$ cat src/rtl/udb_pkg.sv
// Shared constants for the counter-with-shifter datapath.
package udb_pkg;

    parameter int unsigned WIDTH_DEFAULT = 32;
    parameter int unsigned SHAMT_W = $clog2(WIDTH_DEFAULT);

    parameter logic DIR_UP      = 1'b0;
    parameter logic DIR_DOWN    = 1'b1;
    parameter logic SR_SHIFT    = 1'b0;
    parameter logic SR_ROTATE   = 1'b1;
    parameter logic SHIFT_LEFT  = 1'b0;
    parameter logic SHIFT_RIGHT = 1'b1;

endpackage

$ cat src/rtl/udb_barrel_shifter_shifter.sv
// Combinational log shifter: stage k moves the data by 2^k when shamt[k] is set,
// either wrapping (rotate) or zero-filling (logical shift).
module barrel_shifter
    import udb_pkg::*;
#(
    parameter int unsigned WIDTH = WIDTH_DEFAULT
) (
    input  logic [WIDTH-1:0]         data,
    input  logic                     sr,
    input  logic [$clog2(WIDTH)-1:0] shamt,
    input  logic                     dir,
    output logic [WIDTH-1:0]         result
);

    localparam int unsigned SW = $clog2(WIDTH);

    logic [SW:0][WIDTH-1:0] stage;

    assign stage[0] = data;

    for (genvar k = 0; k < SW; k++) begin : g_stage
        localparam int unsigned Amt = 2 ** k;

        logic [WIDTH-1:0] shl, shr, rol, ror, moved;

        assign shl = stage[k] << Amt;
        assign shr = stage[k] >> Amt;
        assign rol = shl | (stage[k] >> (WIDTH - Amt));
        assign ror = shr | (stage[k] << (WIDTH - Amt));

        always_comb begin
            moved = shl;
            if (dir == SHIFT_RIGHT) begin
                moved = (sr == SR_ROTATE) ? ror : shr;
            end else begin
                moved = (sr == SR_ROTATE) ? rol : shl;
            end
        end

        assign stage[k+1] = shamt[k] ? moved : stage[k];
    end

    assign result = stage[SW];

endmodule

$ cat src/rtl/udb_barrel_shifter.sv
// Prescaled up/down counter whose registered value feeds a combinational barrel shifter.
module udb_barrel_shifter
    import udb_pkg::*;
#(
    parameter int unsigned WIDTH = WIDTH_DEFAULT,
    parameter int unsigned DIV   = 1
) (
    input  logic                     udb_barrel_shifter_clk,
    input  logic                     udb_barrel_shifter_rst,
    input  logic                     udb_barrel_shifter_direction,
    input  logic                     udb_barrel_shifter_sr,
    input  logic [$clog2(WIDTH)-1:0] udb_barrel_shifter_shift,
    input  logic                     udb_barrel_shifter_shift_dir,
    output logic [WIDTH-1:0]         udb_barrel_shifter_count,
    output logic [WIDTH-1:0]         udb_barrel_shifter_output
);

    localparam int unsigned PreW = (DIV > 1) ? $clog2(DIV) : 1;

    logic [PreW-1:0]  pre_q, pre_d;
    logic [WIDTH-1:0] count_q, count_d;
    logic             step;

    assign step = (pre_q == PreW'(DIV - 1));

    always_comb begin
        pre_d   = step ? '0 : pre_q + PreW'(1);
        count_d = count_q;
        if (step) begin
            count_d = (udb_barrel_shifter_direction == DIR_DOWN) ? count_q - WIDTH'(1)
                                                                 : count_q + WIDTH'(1);
        end
    end

    always_ff @(posedge udb_barrel_shifter_clk or posedge udb_barrel_shifter_rst) begin
        if (udb_barrel_shifter_rst) begin
            pre_q   <= '0;
            count_q <= '0;
        end else begin
            pre_q   <= pre_d;
            count_q <= count_d;
        end
    end

    assign udb_barrel_shifter_count = count_q;

    barrel_shifter #(
        .WIDTH (WIDTH)
    ) u_shifter (
        .data   (count_q),
        .sr     (udb_barrel_shifter_sr),
        .shamt  (udb_barrel_shifter_shift),
        .dir    (udb_barrel_shifter_shift_dir),
        .result (udb_barrel_shifter_output)
    );

endmodule

$ cat config.mk
export PLATFORM = sky130hd
export DESIGN_NAME = udb_barrel_shifter
export DESIGN_NICKNAME = d
export VERILOG_FILES = /design/src/rtl/udb_pkg.sv /design/src/rtl/udb_barrel_shifter_shifter.sv /design/src/rtl/udb_barrel_shifter.sv
export SDC_FILE = /design/constraint.sdc
export NUM_CORES = 1
export LEC_CHECK = 0
export CORE_UTILIZATION = 34
export DETAILED_ROUTE_END_ITERATION = 10
export PLACE_DENSITY_LB_ADDON = 0.12
export REMOVE_ABC_BUFFERS = 1
export SETUP_SLACK_MARGIN = 0.05
export SYNTH_ARGS = -nofsm -noshare
export SYNTH_HDL_FRONTEND = slang
export SYNTH_HIERARCHICAL = 1
export SYNTH_SLANG_ARGS = --single-unit
$ cat constraint.sdc
create_clock -name udb_barrel_shifter_clk -period 3.7 [get_ports udb_barrel_shifter_clk]
set_input_delay 0.74 -clock udb_barrel_shifter_clk [delete_from_list [all_inputs] [get_ports udb_barrel_shifter_clk]]
set_output_delay 0.74 -clock udb_barrel_shifter_clk [all_outputs]
set_load 0.1 [all_outputs]
# After elaboration in Yosys (flattened, before gate mapping)
# Cells that the tools add are included.
# classes
n_addsub	3
n_mux	22
bitwise	9
# op_table
cell	n
$mux W32	21
$add A32 B1 Y32 const B	1
$or A16 B32 Y32	1
$or A24 B32 Y32	1
$or A28 B32 Y32	1
$or A30 B32 Y32	1
$or A31 B32 Y32	1
$or A32 B1 Y32	1
$or A32 B2 Y32	1
$or A32 B4 Y32	1
$or A32 B8 Y32	1
$sub A32 B1 Y32 const B	1
$add A1 B1 Y1 const B	1
$mux W1	1
# word_totals
ff_bits	33
input_bits	10
out_inout_bits	64
wordCells	36

# Longest topological paths before layout
# Gate-level depths: netlist of the first run.
# depth
depth_word	20
ltp_mapped	10

# Cells and area by module
# Netlist of the first run, hierarchy kept.
# by_module_without_submodules
module	n_inst	cells_per_inst	area_per_inst_um2
barrel_shifter	1	680	4424.2
udb_barrel_shifter	1	278	2511.2

# Worst setup path before layout of the first run
# OpenSTA, ideal clock, no wires.
# synth_path
path_type	register to output
startpoint	reg count_q[17] (netlist: udb_barrel_shifter_count[17])
endpoint	out udb_barrel_shifter_output[8]
arrival_ps	4375
slack_ps	-1415
path_stages_with_launch	7
path_cell_list	dfrtp_1 -> mux2i_1 -> a211oi_1 -> or2_2 -> mux2_2 -> a21oi_1 -> o32ai_1
# synth_via
elab_chain_len	20
elab_cells_between_ends	29
cone_classes	20 x mux; 9 x bitwise
# synth_rtl
element	line_no	rtl
start, declared	udb_barrel_shifter.sv:21	logic [WIDTH-1:0] count_q, count_d;
start signal, assigned	udb_barrel_shifter.sv:41	count_q <= count_d;
$or A32 B1 Y32	udb_barrel_shifter_shifter.sv:28	assign rol = shl | (stage[k] >> (WIDTH - Amt));
$mux W32	udb_barrel_shifter_shifter.sv:36	moved = (sr == SR_ROTATE) ? rol : shl;
$mux W32 (*)	udb_barrel_shifter_shifter.sv:33	if (dir == SHIFT_RIGHT) begin
$mux W32 (*)	udb_barrel_shifter_shifter.sv:40	assign stage[k+1] = shamt[k] ? moved : stage[k];
$or A32 B2 Y32	udb_barrel_shifter_shifter.sv:28	
$mux W32	udb_barrel_shifter_shifter.sv:36	
$mux W32	udb_barrel_shifter_shifter.sv:33	
$mux W32 (*)	udb_barrel_shifter_shifter.sv:40	
[... 4 more ...]	n/a	
$or A32 B8 Y32	udb_barrel_shifter_shifter.sv:28	
$mux W32	udb_barrel_shifter_shifter.sv:36	
$mux W32	udb_barrel_shifter_shifter.sv:33	
$mux W32 (*)	udb_barrel_shifter_shifter.sv:40	
$or A16 B32 Y32	udb_barrel_shifter_shifter.sv:28, udb_barrel_shifter_shifter.sv:29	
$mux W32, on equally long branches	udb_barrel_shifter_shifter.sv:36, udb_barrel_shifter_shifter.sv:34	
$mux W32	udb_barrel_shifter_shifter.sv:33	
$mux W32 (*)	udb_barrel_shifter_shifter.sv:40	
end, declared	udb_barrel_shifter.sv:15	output logic [WIDTH-1:0] udb_barrel_shifter_output
# Every way passes the cells marked *; elsewhere a longest branch is shown, timed or not.

# Final worst setup path of the first run
# layout_path
startpoint	in udb_barrel_shifter_shift_dir
endpoint	out udb_barrel_shifter_output[2]
# layout_via
elab_chain_len	18
elab_cells_between_ends	25
cone_classes	18 x mux; 7 x bitwise
# layout_rtl
element	line_no	rtl
start, declared	udb_barrel_shifter.sv:13	input logic udb_barrel_shifter_shift_dir,
$mux W32	udb_barrel_shifter_shifter.sv:33	
$mux W32	udb_barrel_shifter_shifter.sv:40	
$or A32 B2 Y32 / $or A30 B32 Y32 (equally long branches)	udb_barrel_shifter_shifter.sv:28, udb_barrel_shifter_shifter.sv:29	
$mux W32, on equally long branches	udb_barrel_shifter_shifter.sv:36, udb_barrel_shifter_shifter.sv:34	
$mux W32	udb_barrel_shifter_shifter.sv:33	
$mux W32	udb_barrel_shifter_shifter.sv:40	
$or A32 B4 Y32 / $or A28 B32 Y32 (equally long branches)	udb_barrel_shifter_shifter.sv:28, udb_barrel_shifter_shifter.sv:29	
$mux W32, on equally long branches	udb_barrel_shifter_shifter.sv:36, udb_barrel_shifter_shifter.sv:34	
[... 2 more ...]	n/a	
$or A32 B8 Y32 / $or A24 B32 Y32 (equally long branches)	udb_barrel_shifter_shifter.sv:28, udb_barrel_shifter_shifter.sv:29	
$mux W32, on equally long branches	udb_barrel_shifter_shifter.sv:36, udb_barrel_shifter_shifter.sv:34	
$mux W32	udb_barrel_shifter_shifter.sv:33	
$mux W32	udb_barrel_shifter_shifter.sv:40	
$or A16 B32 Y32	udb_barrel_shifter_shifter.sv:28, udb_barrel_shifter_shifter.sv:29	
$mux W32, on equally long branches	udb_barrel_shifter_shifter.sv:36, udb_barrel_shifter_shifter.sv:34	
$mux W32	udb_barrel_shifter_shifter.sv:33	
$mux W32 (*)	udb_barrel_shifter_shifter.sv:40	
# Marked as above.

==> flow_summary_export.csv, run 1 <==
group,metric,value,unit
final_layout,layout.cells.non_filler,1436,
global_route,track_usage,31.23,%
synthesis,yosysWarnings,6,
sta,rsz0062_at_grt,"true",
synthesis,synth_cells,958,
synthesis,async_flop_share,100.0,%
final_layout,fin_area,9896,um^2
place,dp_hpwl,25.59,mm
worst_setup_path,crit_buf_inv,6,
floorplanning,die_h,144.8,um
place,place_inst,1423,
final_layout,area_growth,42.68,%
route,ant_nets,0,
worst_setup_path,rr_startpoint,"udb_barrel_shifter_count[0]",
worst_setup_path,worstPathRequired,2960,ps
power_and_ir_drop,power.leakage,4.195,nW
cts,htree_levels,2,
synthesis,synth_area,6935,um^2
worst_setup_path,r2r-end,"udb_barrel_shifter_count[26]",
status,status,"completed",
final_layout,final_common_cell,"buf_4",
sta,hold_violations,0,
synthesis,synthFlopType,"dfrtp_1",
cts,cts_buffers,5,
worst_setup_path,crit_start,"udb_barrel_shifter_shift_dir",
floorplanning,die_area,20970,um^2
sta,tightestPinTransition,957.0,ps
cts,cts_sinks,32,
global_route,antenna_found_initial,0,
place,gp_congestion,1.028,
place,postPlaceCellArea,9412,um^2
cts,tritoncts,"done",
sta,hold-worst-slack,726.8,ps
sta,max-slew-margin-rel,36.00,%
final_layout,fin_nets,1211,
worst_setup_path,cp_slowest_cell,"o221ai_1",
route,wl,32.48,mm
floorplanning,io_pins,74,
synthesis,synth-edff-count,0,
worst_setup_path,crit_path_end_kind,"output port",
global_route,grt_max_degree,42,
final_layout,utilization,50.19,%
worst_setup_path,regToRegSetupSlack,900,ps
worst_setup_path,cp-endpoint,"udb_barrel_shifter_output[2]",
cts,clk_path_buf_depth,2,
worst_setup_path,crit_family,"buffers and inverters",
sta,setup_viol,0,
sta,period_share,96.37,%
sta,skew,8.492,ps
synthesis,yosys-top-cells-area,"dfrtp_1 (12%), mux2i_1 (10%), nor2_1 (5.9%)",
sta,finalSetupTns,0,ps
synthesis,netlist.area_leader.share,11.55,%
final_layout,largest_reg_flops,32,
worst_setup_path,path_common_cell,"buf_4",
global_route,first_global_vias,8360,
floorplanning,floorplan.initialDensity,35.17,%
worst_setup_path,cp_cell_sequence,"buf_6 > buf_12 > buf_4 > buf_4 > nor2_1 > o21ai_1 > buf_4 > o21ai_0 > o22ai_1 > o221ai_1 > buf_12",
min_path,hold_path.class,"reg -> reg",
global_route,gr-total-overflow,0,
worst_setup_path,start_kind,"input port",
route,via_per_inst,6.145,
cts,ctsHoldBuffers,0,
final_layout,layout_common_cells,"buf_4 (224), nor2_1 (107), a21oi_1 (77)",
route,firstDrtPassIters,7,
synthesis,yosys_register_bits,32,
sta,maxSlewViolCount,0,
route,routed-via-count,8824,
sta,finalCriticalPeriod,3566,ps
cts,cts.root.buffer_cell,"clkbuf_16",
floorplanning,core,19720,um^2
cts,clk-insertion-delay-late,280,ps
run,maxCapViolCount,0,
cts,clk_pin_slew_worst_paths,50,ps
floorplanning,fp-row-count,51,
power_and_ir_drop,power.density,857.0,nW/um^2
worst_setup_path,path_class,"in -> out",
worst_setup_path,cpPeakStageDelay,320,ps
worst_setup_path,ff2ff_path_depth,8,
worst_setup_path,path_max_fanout,9,
synthesis,synth_top_area_cell,"dfrtp_1",
power_and_ir_drop,ir_drop,0.7881,mV
route,drtIter0Drc,821,
worst_setup_path,crit_arrival,2830,ps
final_layout,antenna_cells,0,
synthesis,yosysUniqueCellTypes,86,
final_layout,n_fill_cell,1960,
synthesis,syn_avg_cell_area,7.239,um^2
route,drc,0,
global_route,grt_pass1_wl,49.50,mm
place,portBuffers,73,
sta,fmax,0.2804,GHz
floorplanning,die_w,144.8,um
worst_setup_path,crit_cells,11,
synthesis,synth-seq-area-share,11.55,%
final_layout,drive_gt1_share,31.34,%
route,routedWlPerCell,22.62,um
-- report_power, final --
part / switching (mW) / internal [mW] / total [mW]
logic: 4.40 / 2.48 / 6.88
clock network: 0.155 / 0.268 / 0.423
registers: 0.634 / 0.542 / 1.18
total: 5.19 / 3.29 / 8.48
-- through the flow --
step	power, mW	setup WS, ps
2_1_floorplan	5.364	-1424
3_3_place_gp	7.829	-320.6
3_5_place_dp	7.853	-271.3
4_1_cts	8.368	30.18
5_1_grt	8.959	12.70
6_report	8.481	134.2
-- Yosys cell counts (all sizes together), types with 3 or more instances --
master,number
xor2,10
or3,5
nand3,27
a22oi,18
o311ai,3
o211a,3
or2,7
mux2i,70
a311oi,10
a21boi,5
a21o,8
a32oi,3
o211ai,18
nand2,74
o21a,6
nand2b,17
o21ai,86
nor2b,5
mux2,5
nor2,110
a211oi,38
mux4,3
o31ai,6
o21bai,5
nand4,5
inv,13
clkbuf,35
o2111ai,4
o32ai,12
ha,30
o22ai,48
nor3,33
dfrtp,32
a31oi,12
o221ai,21
nand3b,4
o41ai,3
and2,4
xnor2,17
buf,40
a21oi,80
-- what timing repair did --
item	CTS	global route
cloned	0	1
pin swaps	4	4
resized for setup	28	27
setup endpoints to repair	32	31
setup buffers	4	0
hold endpoints to repair	0	0
-- layer usage --
layer | share of wire, % | routed length [um] | track usage, %
met1 | 43 | 14100 | 41.00
met3 | 6.1 | 1966 | 3.653
met5 | 0 | 0 | 0
met2 | 47 | 15120 | 52.05
met4 | 4.0 | 1296 | 11.97
-- how the worst min path moves through the flow --
stage / slack [ps] / to / from / cells past startpoint
global route: 770 / udb_barrel_shifter_count[0] / udb_barrel_shifter_count[0] / 1
floorplan: 860 / udb_barrel_shifter_count[0] / udb_barrel_shifter_rst / 1
global placement: 710 / udb_barrel_shifter_count[0] / udb_barrel_shifter_count[0] / 1
finish: 730 / udb_barrel_shifter_count[0] / udb_barrel_shifter_count[0] / 1
detailed placement: 710 / udb_barrel_shifter_count[0] / udb_barrel_shifter_count[0] / 1
CTS: 740 / udb_barrel_shifter_count[0] / udb_barrel_shifter_count[0] / 1
-- cell families (layout without fill, tap and decap cells) --
logic type	Yosys count	in the layout	synth area share, %
fa+ha+maj	31	31	5.701
simple gates	300	300	20.31
xor+xnor	27	27	3.410
mux	78	78	12.05
compound gates	401	401	39.65
flops	32	32	11.55
buf+inv	89	302	7.324
-- cell type report --
class,count,area (um^2),share of cell area [%]
Timing Repair Buffer,280,2696,27.25
Inverter,14,52.55,0.5310
Sequential cell,32,800.8,8.092
Multi-Input combinational cell,837,5868,59.30
Clock buffer,8,146.4,1.479
Tap cell,265,331.6,3.351
Power figures use the tool's default switching activity.
==> run 2: changes to the inputs <==
--- a/config.mk
+++ b/config.mk
@@ -7,6 +7,7 @@
 export LEC_CHECK = 0
 export CORE_UTILIZATION = 34
 export DETAILED_ROUTE_END_ITERATION = 10
+export HOLD_SLACK_MARGIN = 0.1
 export PLACE_DENSITY_LB_ADDON = 0.12
 export REMOVE_ABC_BUFFERS = 1
 export SETUP_SLACK_MARGIN = 0.05
==> results of run 2 <==
No change in the layout: final DEF, timing and power equal those of run 1.
